### src/rtl/mem_db_ctrl_pkg.sv
// Shared constants for the double-buffered memory controller.
// Holds the default word width and frame depth used by mem_db_ctrl and
// its output FIFO, so every user of the double-buffer RAM agrees on them.
package mem_db_ctrl_pkg;

    // Default word width in bits.
    localparam int MEM_DB_DATA_BIT = 64;

    // Default words per frame. This is also the depth of each RAM bank.
    localparam int MEM_DB_DEPTH    = 1024;

endpackage

### src/rtl/mem_db_ctrl_skid2.sv
// mem_skid2: two-entry output FIFO for mem_db_ctrl.
// It captures RAM read data one cycle after each read and presents the
// oldest word to the consumer.
// Ports:
//   clk, rst_n  clock; synchronous active-low reset (clears to empty)
//   push        load push_data into the tail this cycle
//   push_data   word to load
//   pop         consumer took the head this cycle
//   valid       FIFO non-empty
//   head        oldest stored word
//   count       occupancy, 0..2
module mem_skid2
    import mem_db_ctrl_pkg::*;
#(
    parameter int DATA_BIT = MEM_DB_DATA_BIT
) (
    input  logic                clk,
    input  logic                rst_n,
    input  logic                push,
    input  logic [DATA_BIT-1:0] push_data,
    input  logic                pop,
    output logic                valid,
    output logic [DATA_BIT-1:0] head,
    output logic [1:0]          count
);

    logic [DATA_BIT-1:0] slot0;
    logic [DATA_BIT-1:0] slot1;
    logic                wr_ptr;
    logic                rd_ptr;
    logic [1:0]          cnt;
    logic                do_push;
    logic                do_pop;

    // The controller's credit check already prevents overflow.
    // These guards keep the FIFO self-consistent even if a caller misbehaves.
    assign do_pop  = pop && (cnt != 2'd0);
    assign do_push = push && ((cnt != 2'd2) || do_pop);

    assign valid = (cnt != 2'd0);
    assign head  = rd_ptr ? slot1 : slot0;
    assign count = cnt;

    // Pointer and occupancy bookkeeping. A simultaneous push and pop
    // leaves the occupancy unchanged.
    always_ff @(posedge clk) begin
        if (!rst_n) begin
            wr_ptr <= 1'b0;
            rd_ptr <= 1'b0;
            cnt    <= 2'd0;
        end else begin
            if (do_push) begin
                wr_ptr <= ~wr_ptr;
            end
            if (do_pop) begin
                rd_ptr <= ~rd_ptr;
            end
            case ({do_push, do_pop})
                2'b10:   cnt <= cnt + 2'd1;
                2'b01:   cnt <= cnt - 2'd1;
                default: cnt <= cnt;
            endcase
        end
    end

    // Data slots need no reset: a slot is only read while it is counted
    // as occupied.
    always_ff @(posedge clk) begin
        if (do_push) begin
            if (wr_ptr) begin
                slot1 <= push_data;
            end else begin
                slot0 <= push_data;
            end
        end
    end

endmodule

### src/rtl/mem_db_ctrl.sv
// mem_db_ctrl: ping-pong (double-buffer) controller.
// A producer fills one RAM bank with a frame while the consumer drains
// the previous frame from the other bank. Banks swap once both sides
// have finished their frame.
// Ports:
//   clk, rst_n                      clock; synchronous active-low reset
//   in_valid/in_ready/in_data       producer handshake and word
//   out_valid/out_ready/out_data    consumer handshake and word
//   mem_sw                          bank select (1: write bank0, read bank1)
//   mem_waddr/mem_wen/mem_wdata     RAM write port
//   mem_raddr/mem_ren               RAM read port
//   mem_rdata                       RAM read data, one cycle after mem_ren
//   swap                            pulses on the cycle a bank swap commits
module mem_db_ctrl
    import mem_db_ctrl_pkg::*;
#(
    parameter int DATA_BIT = MEM_DB_DATA_BIT,
    parameter int DEPTH    = MEM_DB_DEPTH,
    parameter int ADDR_BIT = $clog2(DEPTH)
) (
    input  logic                clk,
    input  logic                rst_n,
    input  logic                in_valid,
    output logic                in_ready,
    input  logic [DATA_BIT-1:0] in_data,
    output logic                out_valid,
    input  logic                out_ready,
    output logic [DATA_BIT-1:0] out_data,
    output logic                mem_sw,
    output logic [ADDR_BIT-1:0] mem_waddr,
    output logic                mem_wen,
    output logic [DATA_BIT-1:0] mem_wdata,
    output logic [ADDR_BIT-1:0] mem_raddr,
    output logic                mem_ren,
    input  logic [DATA_BIT-1:0] mem_rdata,
    output logic                swap
);

    localparam logic [ADDR_BIT-1:0] LAST_ADDR = ADDR_BIT'(DEPTH - 1);

    logic [ADDR_BIT-1:0] wr_cnt;
    logic [ADDR_BIT-1:0] rd_cnt;
    logic                wr_done;
    logic                rd_done;
    logic                rd_inflight;
    logic                wr_fire;
    logic                pop;
    logic [1:0]          fifo_count;
    logic [2:0]          credit_used;

    // Write side: the RAM write port follows the producer handshake
    // combinationally.
    assign in_ready  = !wr_done;
    assign wr_fire   = in_valid && in_ready;
    assign mem_wen   = wr_fire;
    assign mem_waddr = wr_cnt;
    assign mem_wdata = in_data;

    // A swap commits as soon as the write bank is full and the read bank
    // has issued its last read.
    assign swap = wr_done && rd_done;

    // Read credit counts words stored plus the read in flight, minus any
    // word leaving this cycle. A read issues only while that total is
    // below two, so the two-entry FIFO can never overflow. With
    // out_ready held high, the FIFO still streams one word per cycle.
    assign pop         = out_valid && out_ready;
    assign credit_used = {1'b0, fifo_count} + {2'b00, rd_inflight} - {2'b00, pop};
    assign mem_ren     = !rd_done && (credit_used < 3'd2);
    assign mem_raddr   = rd_cnt;

    // Frame counters and bank select. After reset rd_done is set because
    // there is nothing to read, so the first complete frame swaps at once.
    // Counters stop at the last address instead of wrapping.
    always_ff @(posedge clk) begin
        if (!rst_n) begin
            mem_sw  <= 1'b0;
            wr_cnt  <= '0;
            rd_cnt  <= '0;
            wr_done <= 1'b0;
            rd_done <= 1'b1;
        end else if (swap) begin
            mem_sw  <= ~mem_sw;
            wr_cnt  <= '0;
            rd_cnt  <= '0;
            wr_done <= 1'b0;
            rd_done <= 1'b0;
        end else begin
            if (wr_fire) begin
                if (wr_cnt == LAST_ADDR) begin
                    wr_done <= 1'b1;
                end else begin
                    wr_cnt <= wr_cnt + ADDR_BIT'(1);
                end
            end
            if (mem_ren) begin
                if (rd_cnt == LAST_ADDR) begin
                    rd_done <= 1'b1;
                end else begin
                    rd_cnt <= rd_cnt + ADDR_BIT'(1);
                end
            end
        end
    end

    // Track the read in flight; its data arrives next cycle. A read issued
    // just before a swap still lands, because the RAM registers its own
    // bank select alongside the address.
    always_ff @(posedge clk) begin
        if (!rst_n) begin
            rd_inflight <= 1'b0;
        end else begin
            rd_inflight <= mem_ren;
        end
    end

    mem_skid2 #(
        .DATA_BIT (DATA_BIT)
    ) u_skid (
        .clk       (clk),
        .rst_n     (rst_n),
        .push      (rd_inflight),
        .push_data (mem_rdata),
        .pop       (pop),
        .valid     (out_valid),
        .head      (out_data),
        .count     (fifo_count)
    );

endmodule

### config.mk
export PLATFORM = sky130hd
export DESIGN_NAME = mem_db_ctrl
export DESIGN_NICKNAME = d
export VERILOG_FILES = /design/src/rtl/mem_db_ctrl_pkg.sv /design/src/rtl/mem_db_ctrl_skid2.sv /design/src/rtl/mem_db_ctrl.sv
export SDC_FILE = /design/constraint.sdc
export NUM_CORES = 1
export LEC_CHECK = 0
export BUFFER_PORTS_ARGS = -buffer_cell sky130_fd_sc_hd__buf_2
export CORE_MARGIN = 2
export CORE_UTILIZATION = 40
export CTS_CLUSTER_DIAMETER = 150
export DETAILED_ROUTE_END_ITERATION = 8
export HOLD_SLACK_MARGIN = 0.02
export PLACE_DENSITY_LB_ADDON = 0.2
export SLEW_MARGIN = 10
export SYNTH_ARGS = -nofsm -noshare
export SYNTH_HDL_FRONTEND = slang
export SYNTH_SLANG_ARGS = --single-unit
### constraint.sdc
create_clock -name clk -period 4.4 [get_ports clk]
set_input_delay 0.44 -clock clk [delete_from_list [all_inputs] [get_ports clk]]
set_output_delay 0.44 -clock clk [all_outputs]
set_load 0.05 [all_outputs]
Word-level counts from Yosys, hierarchy flattened. Index checks and enable logic that the tools add are counted.

Reductions and logical operators: 20. Add/sub/neg operators: 6. $lt $le $gt $ge: 1. Mux-type cells: 5. Equal/unequal tests: 5. Bitwise logic cells: 6.

Operators with widths (number): $mux 64 (1); $add 10x1->10 const B (2); $eq 10x10->1 const B (2); $reduce_and 2->1 (6); $reduce_bool 2->1 (4); $logic_and 1x1->1 (6); $not 1->1 (6); $pmux 2 s2 (1); $add 2x1->3 (1); $lt 3x2->1 const B (1); $mux 1 (3); $sub 3x1->3 (1); $add 2x1->2 const B (1); $eq 2x1->1 const B (1); $eq 2x2->1 const B (1); $logic_not 1->1 (2); $ne 2x2->1 const B (1); $reduce_or 2->1 (1); $sub 2x1->2 const B (1); $logic_or 1x1->1 (1).

Output and inout port bits: 154. Flip-flop bits (word level): 156. Logic and storage cells: 54. Input port bits: 132.

Logic depth before layout (Yosys ltp).
Word-level depth: 7. Mapped depth: 10. Depth with buffers taken out: 10.

By module. From an unflattened synthesis, not the netlist that was laid out.

Cell total of the unflattened synthesis: 417. Area total of the unflattened synthesis: 6553.8 um^2.

By module, submodules not included: mem_skid2 (seq. area each 3923.8 um^2, instances 1, area an instance 4858.4 um^2, cells an instance 223); mem_db_ctrl (seq. area each 480.5 um^2, instances 1, area an instance 1695.4 um^2, cells an instance 194).

Least setup slack after synthesis. OpenSTA, ideal clock, no wires.

Path kind: register to register. Start point: reg u_skid.cnt[1], in the netlist u_skid.count[1]. End point: reg u_skid.slot0[0] (enable). Period minus slack after synthesis: 3.763 ns. Slack: 0.637 ns. Arrival time: 3.275 ns. Stages on the path, launching flop included: 4. Setup time: 0.488 ns. Cell sequence: dfxtp_1 -> inv_1 -> o31ai_1 -> nor2_1.

Longest elaborated chain between the ends: 6. Elaborated cells on any way between the ends: 7.

Ends and longest elaborated chain: start, declared (RTL line mem_db_ctrl_skid2.sv:31) `logic [1:0] cnt;`; start signal, assigned (RTL line mem_db_ctrl_skid2.sv:59) `2'b10: cnt <= cnt + 2'd1;`; start signal, assigned (RTL line mem_db_ctrl_skid2.sv:60) `2'b01: cnt <= cnt - 2'd1;`; start signal, assigned (RTL line mem_db_ctrl_skid2.sv:61) `default: cnt <= cnt;`; $reduce_bool 2->1 (RTL line mem_db_ctrl_skid2.sv:37, mem_db_ctrl_skid2.sv:40); $logic_and 1x1->1 (RTL line mem_db_ctrl.sv:67) `assign pop = out_valid && out_ready;`; $logic_and 1x1->1 (RTL line mem_db_ctrl_skid2.sv:37) `assign do_pop = pop && (cnt != 2'd0);`; $logic_or 1x1->1 (*) (RTL line mem_db_ctrl_skid2.sv:38) `assign do_push = push && ((cnt != 2'd2) || do_pop);`; $logic_and 1x1->1 (*) (RTL line mem_db_ctrl_skid2.sv:38); $reduce_and 2->1 (no line) (*); end signal, assigned (RTL line mem_db_ctrl_skid2.sv:73) `slot0 <= push_data;`; end, declared (RTL line mem_db_ctrl_skid2.sv:27) `logic [DATA_BIT-1:0] slot0;`.

Mark *: on every way between the ends. The rest lies on a longest branch, timed or not. A chain may end at the register's enable or synchronous reset.

Worst setup path in the final report.
Start point: reg u_skid.cnt[1], in the netlist u_skid.count[1]. End point: out mem_ren.

Longest elaborated chain between the ends: 5. Elaborated cells on any way between the ends: 6.

Ends and longest elaborated chain: branches (longest 2 deep; another with $add 2x1->3); $sub 3x1->3 (*) (RTL line mem_db_ctrl.sv:68) `assign credit_used = {1'b0, fifo_count} + {2'b00, rd_inflight} - {2'b00, pop};`; $lt 3x2->1 (*) (RTL line mem_db_ctrl.sv:69) `assign mem_ren = !rd_done && (credit_used < 3'd2);`; $logic_and 1x1->1 (*) (RTL line mem_db_ctrl.sv:69); end, declared (RTL line mem_db_ctrl.sv:34) `output logic mem_ren,`.

Mark *: on every way between the ends.

==> out/results.ini <==
[final_layout]
multi_input_area_mm2=0.00160
stdcell_area_mm2=0.00766
stdcell_count=760
nets=669
register_area_mm2=0.00441
antenna_cells=0
drive_gt1_share_pct=48.9
area_growth_pct=17.0
nFillCells=1409

[setup_path]
cp.required_ns=3.96
cp_max_fo=8
reg2reg_depth=9
end_kind=primary output
critPathKind=reg2out
max_stage_delay_ns=0.44
setup.worst_path.start_class=flip-flop
crit_family=simple AND/OR/NAND/NOR gates
path_cells=or2_2 -> and2_1 -> ha_1 -> nand2b_1 -> fa_1 -> xnor2_2 -> nand2_2 -> inv_1 -> buf_2
worst-path-buf-inv=2
cpMaxStageDelayCell=fa_1
startpoint=u_skid.count[1]$_SDFFE_PN0P_
rr_startpoint=u_skid.count[1]$_SDFFE_PN0P_
cp.arrival_ns=3.01
worst-path-stages=9

[synthesis]
synthArstFlopShare_pct=0
synthCells=429
syn_avg_cell_area_um2=15.3
ys_types=51
syn_nets=566
synth_top_area_share_pct=58.7
synth-seq-area-share_pct=67.3
ys_top_cells_by_count=edfxtp_1, buf_4, mux2_2, dfxtp_1
yosysTopAreaCell=edfxtp_1
post-synth-top-count-cell=edfxtp_1
yosysWarnings=0
syn_area_mm2=0.00654
synth_seq_cells=156
synth_edf_count=128
synth_ff_type=edfxtp_1
yosys-top-cells-area=edfxtp_1, mux2_2, dfxtp_1, buf_4, ha_1

[timing]
setup_slack_ns=0.949
rsz0062_at_grt=no
fmax_mhz=290
whs_ns=0.208
max-slew-margin-rel_pct=22.9
slew_violations=0
timing.final.crit_share_pct=78.4
finalSetupViolCount=0
skew_ns=0.0151
finalHoldViolations=0
tns_ns=0
fin_crit_ns=3.45
worst_pin_slew_ns=1.15

[power_and_ir_drop]
ir_worst_vdd_mv=0.227
leakage_nw=2.85
p_per_area_mw_per_mm2=397

[detailed_routing]
wirelength_um=12700
vias_per_cell=5.01
drc=0
vias=3806
antenna_left=0
wl_per_cell_um=16.7
drt_pass1_iterations=4
first_iter_violations=160

[floorplanning]
die_h_um=132
rows=46
io_pins=286
start_util_pct=41.0
die_w_um=132
dieArea_mm2=0.0174
core_mm2=0.0159

[cts]
cts_tree=yes
cts.path.max_buffers=2
clkTransAtPathRegs_ns=0.06
post-cts-setup-buffer-count=0
clk_latency_ns=0.42
cts_resized=0
numCtsBuffers=17
root_buffer=clkbuf_16
hold_buffers=0
htree_levels=4
clock-sinks=156

[global_route]
grt_overflow_total=0
grt_start_max_net_pins=66
antenna_found_initial=1
track_usage_pct=14.7
grt_pass1_vias=3955
grt_pass1_wl_um=20100

[placement]
gp_congestion=0.809
place_hpwl_um=8440
io_buffers=157
dp_worst_setup_slack_ns=1.39
place_area_mm2=0.00710
dp_cells=729

[hold_path]
hp-class=in2reg
hold_start=mem_rdata[14]
holdPathStages=1

[job]
cap_violations=0

[outcome]
status=complete, no violations

## metal layers
layer  part of all wire [%]  GRT usage [%]
met4                    2.9           6.76
met2                     47           24.0
met3                    8.9           5.73
met1                     41           17.1
met5                   0.13              0
## worst paths after layout
check,endpoint,slack (ns)
setup reg to reg,mem_raddr[3]$_SDFFE_PP0P_,1.47
hold reg to reg,mem_raddr[6]$_SDFFE_PP0P_,0.51
hold / removal,u_skid.slot0[14]$_DFFE_PP_,0.21
setup / recovery,mem_ren,0.95
## power breakdown
part | total, W | leakage, nW | internal, W | switching, W
combinational | 0.0000607 | 1.21 | 0.0000263 | 0.0000344
sequential | 0.00160 | 1.38 | 0.00160 | 0.00000203
clock | 0.00138 | 0.266 | 0.000829 | 0.000550
## flip-flops by register name, indices dropped and copies added (netlist names)
signal,flops
mem_raddr,10
mem_sw,1
mem_waddr,10
rd_done,1
rd_inflight,1
u_skid.count,2
u_skid.rd_ptr,1
u_skid.slot0,64
u_skid.slot1,64
u_skid.wr_ptr,1
wr_done,1
## cells by family (layout without fill, tap and decap cells)
group | Yosys count | count (layout) | share of synthesized area [%]
AOI/OAI and AO/OA | 33 | 33 | 3.50
buffers and inverters | 81 | 196 | 8.49
adders and majority gates | 5 | 5 | 1.07
xor gates and xnor gates | 9 | 9 | 1.32
muxes | 66 | 66 | 11.3
and+or+nand+nor | 79 | 79 | 6.98
DFF | 156 | 156 | 67.3
## per-stage QoR
stage                     total power (W)  utilization [%]
final                             0.00304             48.0
after global routing              0.00313             48.0
after CTS                         0.00307             48.0
after detailed placement          0.00169             44.5
after global placement            0.00169             44.5
after floorplan                   0.00181                -
## final cells by class
class	count	share of cell area, %
Clock inverter	11	1.57
Inverter	6	0.294
Sequential cell	156	57.6
Tap cell	216	3.53
Clock buffer	20	5.70
Multi-Input combinational cell	192	20.9
Timing Repair Buffer	159	10.5
## cell usage in the layout (no fill, tap or decap), types with 2 or more instances in the layout
| master | synthesis | routed |
|---|---|---|
| a21oi_1 | 7 | 7 |
| a21oi_2 | 2 | 2 |
| a31oi_1 | 3 | 3 |
| a41o_1 | 3 | 3 |
| and2_1 | 4 | 4 |
| and3_1 | 4 | 4 |
| and4b_1 | 2 | 2 |
| buf_2 | 9 | 157 |
| buf_4 | 64 | 2 |
| bufinv_16 | 0 | 2 |
| clkbuf_1 | 2 | 3 |
| clkbuf_16 | 0 | 17 |
| clkinv_2 | 0 | 4 |
| clkinvlp_4 | 0 | 3 |
| dfxtp_1 | 28 | 27 |
| edfxtp_1 | 128 | 128 |
| ha_1 | 4 | 4 |
| inv_1 | 6 | 6 |
| mux2_2 | 64 | 64 |
| mux2i_1 | 2 | 2 |
| nand2_1 | 11 | 11 |
| nand2b_1 | 6 | 6 |
| nand3_1 | 10 | 10 |
| nand4_1 | 3 | 3 |
| nand4b_1 | 2 | 2 |
| nor2_1 | 11 | 9 |
| nor2_4 | 0 | 2 |
| nor2b_1 | 4 | 4 |
| nor3_1 | 7 | 7 |
| o21ai_0 | 4 | 4 |
| o31ai_1 | 6 | 6 |
| or3_1 | 2 | 2 |
| or4_4 | 2 | 2 |
| xnor2_1 | 4 | 4 |
| xor2_1 | 4 | 4 |
No activity file was read; power rests on OpenSTA's default activity.
